File: src/rtl/cobs_decode.sv
// Streaming COBS decoder: turns a 0x00-delimited encoded byte stream back into payload bytes.
// A one-byte hold register delays each decoded byte so o_last can be attached when the delimiter arrives.
module cobs_decode #(
    localparam int DW = 8
) (
    input  logic          clk,
    input  logic          rst,
    input  logic [DW-1:0] i_data,
    input  logic          i_valid,
    output logic          o_ready,
    input  logic          i_last,
    output logic [DW-1:0] o_data,
    output logic          o_valid,
    input  logic          i_ready,
    output logic          o_last,
    output logic          o_err
);

    typedef enum logic {CODE, DATA} state_t;

    state_t        state, state_n;
    logic [7:0]    cnt, cnt_n;
    logic          ff, ff_n;
    logic          pend, pend_n;
    logic [DW-1:0] hold_data;
    logic          hold_full;

    logic          accept;
    logic          push;
    logic [DW-1:0] push_byte;
    logic          flush;
    logic          err;
    logic          clear;

    assign o_ready = !o_valid || i_ready;
    assign accept  = i_valid && o_ready;

    always_comb begin
        push      = 1'b0;
        push_byte = i_data;
        flush     = 1'b0;
        err       = 1'b0;
        clear     = 1'b0;
        state_n   = state;
        cnt_n     = cnt;
        ff_n      = ff;
        pend_n    = pend;
        if (accept) begin
            if (i_last && i_data != '0) begin
                // Truncated frame: the marked byte itself is dropped.
                flush = 1'b1;
                err   = 1'b1;
                clear = 1'b1;
            end else if (state == CODE) begin
                if (i_data == '0) begin
                    flush  = 1'b1;
                    pend_n = 1'b0;
                    ff_n   = 1'b0;
                end else begin
                    if (pend) begin
                        push      = 1'b1;
                        push_byte = '0;
                    end
                    ff_n = (i_data == '1);
                    if (i_data == DW'(1)) begin
                        pend_n = 1'b1;
                    end else begin
                        cnt_n   = i_data - 8'd1;
                        pend_n  = 1'b0;
                        state_n = DATA;
                    end
                end
            end else begin
                if (i_data == '0) begin
                    flush = 1'b1;
                    err   = 1'b1;
                    clear = 1'b1;
                end else begin
                    push  = 1'b1;
                    cnt_n = cnt - 8'd1;
                    if (cnt == 8'd1) begin
                        state_n = CODE;
                        pend_n  = !ff;
                    end
                end
            end
        end
        if (clear) begin
            state_n = CODE;
            cnt_n   = '0;
            ff_n    = 1'b0;
            pend_n  = 1'b0;
        end
    end

    always_ff @(posedge clk) begin
        if (rst) begin
            state     <= CODE;
            cnt       <= '0;
            ff        <= 1'b0;
            pend      <= 1'b0;
            hold_data <= '0;
            hold_full <= 1'b0;
            o_data    <= '0;
            o_valid   <= 1'b0;
            o_last    <= 1'b0;
            o_err     <= 1'b0;
        end else begin
            state <= state_n;
            cnt   <= cnt_n;
            ff    <= ff_n;
            pend  <= pend_n;
            o_err <= err;

            if (o_valid && i_ready) begin
                o_valid <= 1'b0;
                o_last  <= 1'b0;
            end

            // Accepting a byte guarantees the output slot is free this cycle.
            if ((push || flush) && hold_full) begin
                o_data  <= hold_data;
                o_valid <= 1'b1;
                o_last  <= flush;
            end

            if (flush) begin
                hold_full <= 1'b0;
            end else if (push) begin
                hold_data <= push_byte;
                hold_full <= 1'b1;
            end
        end
    end

endmodule

File: config.mk
export PLATFORM = sky130hd
export DESIGN_NAME = cobs_decode
export DESIGN_NICKNAME = d
export VERILOG_FILES = /design/src/rtl/cobs_decode.sv
export SDC_FILE = /design/constraint.sdc
export NUM_CORES = 1
export LEC_CHECK = 0
export CORE_AREA = 2 2 64 66
export CTS_CLUSTER_SIZE = 30
export DETAILED_ROUTE_END_ITERATION = 7
export DIE_AREA = 0 0 66 68
export MAX_ROUTING_LAYER = met4
export PLACE_DENSITY = 0.75
export RECOVER_POWER = 50
export REMOVE_ABC_BUFFERS = 1
export SLEW_MARGIN = 20
export SYNTH_ARGS = -nofsm -noshare
export SYNTH_HDL_FRONTEND = slang
export SYNTH_SLANG_ARGS = --single-unit
File: constraint.sdc
create_clock -name clk -period 2.35 [get_ports clk]
set_input_delay 0.705 -clock clk [delete_from_list [all_inputs] [get_ports clk]]
set_output_delay 0.705 -clock clk [all_outputs]
set_load 0.005 [all_outputs]
==> run_results.csv <==
group,metric,value,unit
place,dp_hpwl,3070,um
worst_setup_path,cp_num_buf_inv,2,
timing,worst_clock_skew,0.00495,ns
synthesis,synth-main-ff-cell,"dfxtp_1",
worst_setup_path,start_kind,"input port",
cts,cts_root_buf,"clkbuf_8",
synthesis,ys_async_sr_fraction,0,%
cells_and_area,drive_above_1_share,27.8,%
global_routing,grt_pass1_wl,7010,um
synthesis,synthTopCellsByArea,"dfxtp_1 (37%), mux2i_1 (6.6%), nor2_1 (6.1%)",
worst_setup_path,endpoint_kind,"output pin",
synthesis,yosys.area_share.adder,3.75,%
timing,slew_viol_final,0,
synthesis,synth_area_leader_cell,"dfxtp_1",
worst_setup_path,endpoint,"o_ready",
detailed_routing,routed_wl,4400,um
detailed_routing,drt_iter0_drc,73,
cts,tritoncts,"done",
worst_setup_path,path_delay_family,"buffers and inverters",
timing,hold_viol_final,0,
timing,fin_crit_sh,95.3,%
synthesis,yosys.area.top_type_share,37.2,%
worst_setup_path,cp.required,1.64,ns
timing,tns,0,ns
cts,cts_buffer_depth,2,
cells_and_area,insertedDiodeCount,0,
detailed_routing,drt-vias-per-instance,5.46,
synthesis,syn_inst,192,
synthesis,synth_compound_area_share,22.5,%
synthesis,synthXorXnorAreaFrac,2.62,%
power_and_ir_drop,irDropWorstVdd,0.316,mV
job,drv_cap,0,
synthesis,yosysWarnings,0,
run_status,status,"finished, final reports clean",
floorplan,core,3860,um^2
worst_setup_path,crit_type,"input port to output pin",
cts,h-tree-depth,2,
synthesis,synth_mux_area_share,6.59,%
detailed_routing,drtAntennaViolNets,0,
worst_setup_path,rrSetupSlack,0.63,ns
power_and_ir_drop,power.static_leakage,0.995,nW
worst_setup_path,r2r_start,"cnt[3]",
worst_setup_path,critPathArrivalTime,1.53,ns
detailed_routing,vias,1649,
floorplan,die_area,4490,um^2
timing,maxSlewHeadroom,54.6,%
floorplan,io_pins,25,
timing,max_clock_freq,0.447,GHz
synthesis,synth_cell_type_count,44,
timing,period_needed,2.24,ns
synthesis,yosys.area_share.simple,22.8,%
worst_setup_path,cp-startpoint,"i_ready",
timing,whs,0.458,ns
cts,numCtsBuffers,5,
synthesis,synth_top_family_by_area,"simple AND/OR/NAND/NOR gates",
cts,clock_sinks,31,
worst_setup_path,r2r_end,"state",
floorplan,die-width,66,um
detailed_routing,drc,0,
synthesis,yosysSeqAreaShare,37.2,%
cts,worstSkewPairLatency,0.29,ns
cells_and_area,final_util,62.8,%
floorplan,row_count,23,
worst_setup_path,crit_path_max_fanout,2,
worst_setup_path,crit_chain,"clkdlybuf4s50_1, nand2b_1, dlygate4sd2_1",
worst_setup_path,crit_cells,3,
worst_setup_path,crit_slowest_cell,"clkdlybuf4s50_1",
place,portBuffers,24,
synthesis,synth_edf_count,0,
synthesis,ys_seq_elements,31,
global_routing,grt_pass1_vias,1463,
timing,rsz0062_at_grt,"no",
timing,worst_pin_slew,0.676,ns
place,gp_congestion,0.854,
power_and_ir_drop,power_density,553,nW/um^2
cts,path_clk_slew,0.07,ns
floorplan,start_util,43.3,%
global_routing,grt_use_total,21.2,%
detailed_routing,firstDrtPassIters,4,
synthesis,syn-cell-area,1670,um^2
cells_and_area,fin_nets,269,
floorplan,die_h,68,um
cells_and_area,syn_to_final_growth,44.9,%
global_routing,grt-ovfl-total,0,
synthesis,avgSynthCellArea,8.70,um^2
detailed_routing,wl_per_cell,14.6,um
global_routing,antenna_found_initial,0,
global_routing,grt_max_degree,20,
hold_path,min_path_type,"register to register",
cts,holdBufCountCts,0,
timing,setup_violations,0,
worst_setup_path,ff2ff_path_depth,5,
worst_setup_path,max_stage_delay,0.41,ns
[worst min path at each step]
| stage | start | endpoint | slack, ns | cells after the start |
|---|---|---|---|---|
| after floorplan | hold_data[0] | hold_data[0] | 0.43 | 2 |
| after global placement | hold_data[1] | hold_data[1] | 0.45 | 2 |
| after detailed placement | hold_data[1] | hold_data[1] | 0.45 | 2 |
| after CTS | hold_data[1] | hold_data[1] | 0.46 | 2 |
| after global routing | hold_data[1] | hold_data[1] | 0.49 | 2 |
| final | hold_data[1] | hold_data[1] | 0.46 | 2 |
[report_power, final]
group / internal (W) / total [W] / switching (W) / leakage, nW
Clock: 0.000343 / 0.000560 / 0.000217 / 0.0612
Combinational: 0.000106 / 0.000231 / 0.000124 / 0.683
Sequential: 0.000538 / 0.000548 / 0.00000917 / 0.251
Total: 0.000988 / 0.00134 / 0.000350 / 0.995
[tightest hold or removal path: stages, from the launching register on]
cell and delay [ns]:
dfxtp_1 0.31, nand2_1 0.05, a21oi_1 0.05
[state kept, by name, indices dropped and copies added, names as in the netlist]
| name | cells |
|---|---|
| pend | 1 |
| o_valid | 1 |
| o_err | 1 |
| hold_data | 8 |
| hold_full | 1 |
| o_data | 8 |
| state | 1 |
| cnt | 8 |
| ff | 1 |
| o_last | 1 |
[cells by family (layout without fill, tap and decap cells)]
kind of cell / count (synthesis) / after routing
AOI/OAI and AO/OA: 52 / 52
xor gates and xnor gates: 5 / 5
adders and majority gates: 5 / 5
buffers and inverters: 17 / 77
DFF: 31 / 31
muxes: 11 / 11
and+or+nand+nor: 71 / 71
[through the flow]
step	power [W]	instances	worst slack, ns	cell area, um^2
final	0.00134	302	0.111	2420
after floorplan	0.000658	183	-0.548	1620
after global placement	0.000771	292	-0.292	2210
after global routing	0.00138	302	0.0445	2420
after detailed placement	0.000774	292	-0.311	2210
after CTS	0.00133	300	0.000462	2340
[synth_stat cells (2+ instances only)]
master,instances
a21oi_1,16
xnor2_1,4
nor3_1,5
nor4_1,2
or4_4,2
inv_1,7
nand3_1,3
a21oi_2,2
o21ai_0,6
buf_4,2
and3_1,3
nor2_1,27
nand4_1,5
mux2i_1,11
dfxtp_1,31
o21ai_1,5
a211o_1,2
clkbuf_1,2
a211oi_2,4
a2bb2oi_1,2
nor4_2,2
buf_2,5
nand2_1,13
ha_1,5
a22oi_1,5
a211oi_1,3
[cell usage in the layout, fill, tap and decap left out, types with 6 or more instances in the layout]
cell type       netlist  routed
dlymetal6s2s_1        0       8
mux2i_1              11      11
dfxtp_1              31      31
nand2_1              13      11
buf_4                 2      32
a21oi_1              16      15
clkbuf_8              0       6
o21ai_0               6       6
dlygate4sd3_1         0      11
nor2_1               27      27
[metal layers]
layer	track usage (%)	wire length (um)	up-vias
li1	-	-	806
met1	27.3	2030	777
met2	33.2	2090	56
met3	2.96	174	10
met4	10.2	99	0
met5	-	0	-
[repair_timing]
item | in CTS | in global routing
cloned | 0 | 1
buffers inserted | 0 | 1
endpoints found under the setup margin | 6 | 25
pin swaps | 3 | 3
gates resized for setup | 5 | 21
hold endpoints to repair | 0 | 0
[final cells by class]
type	count	area, um^2
Multi-Input combinational cell	144	1050
Clock buffer	6	82.6
Sequential cell	31	621
Inverter	8	30.0
Fill cell	323	1440
Tap cell	50	62.6
Timing Repair Buffer	61	543
Clock inverter	2	35.0
Note: power is estimated with default switching activity, not from simulation.
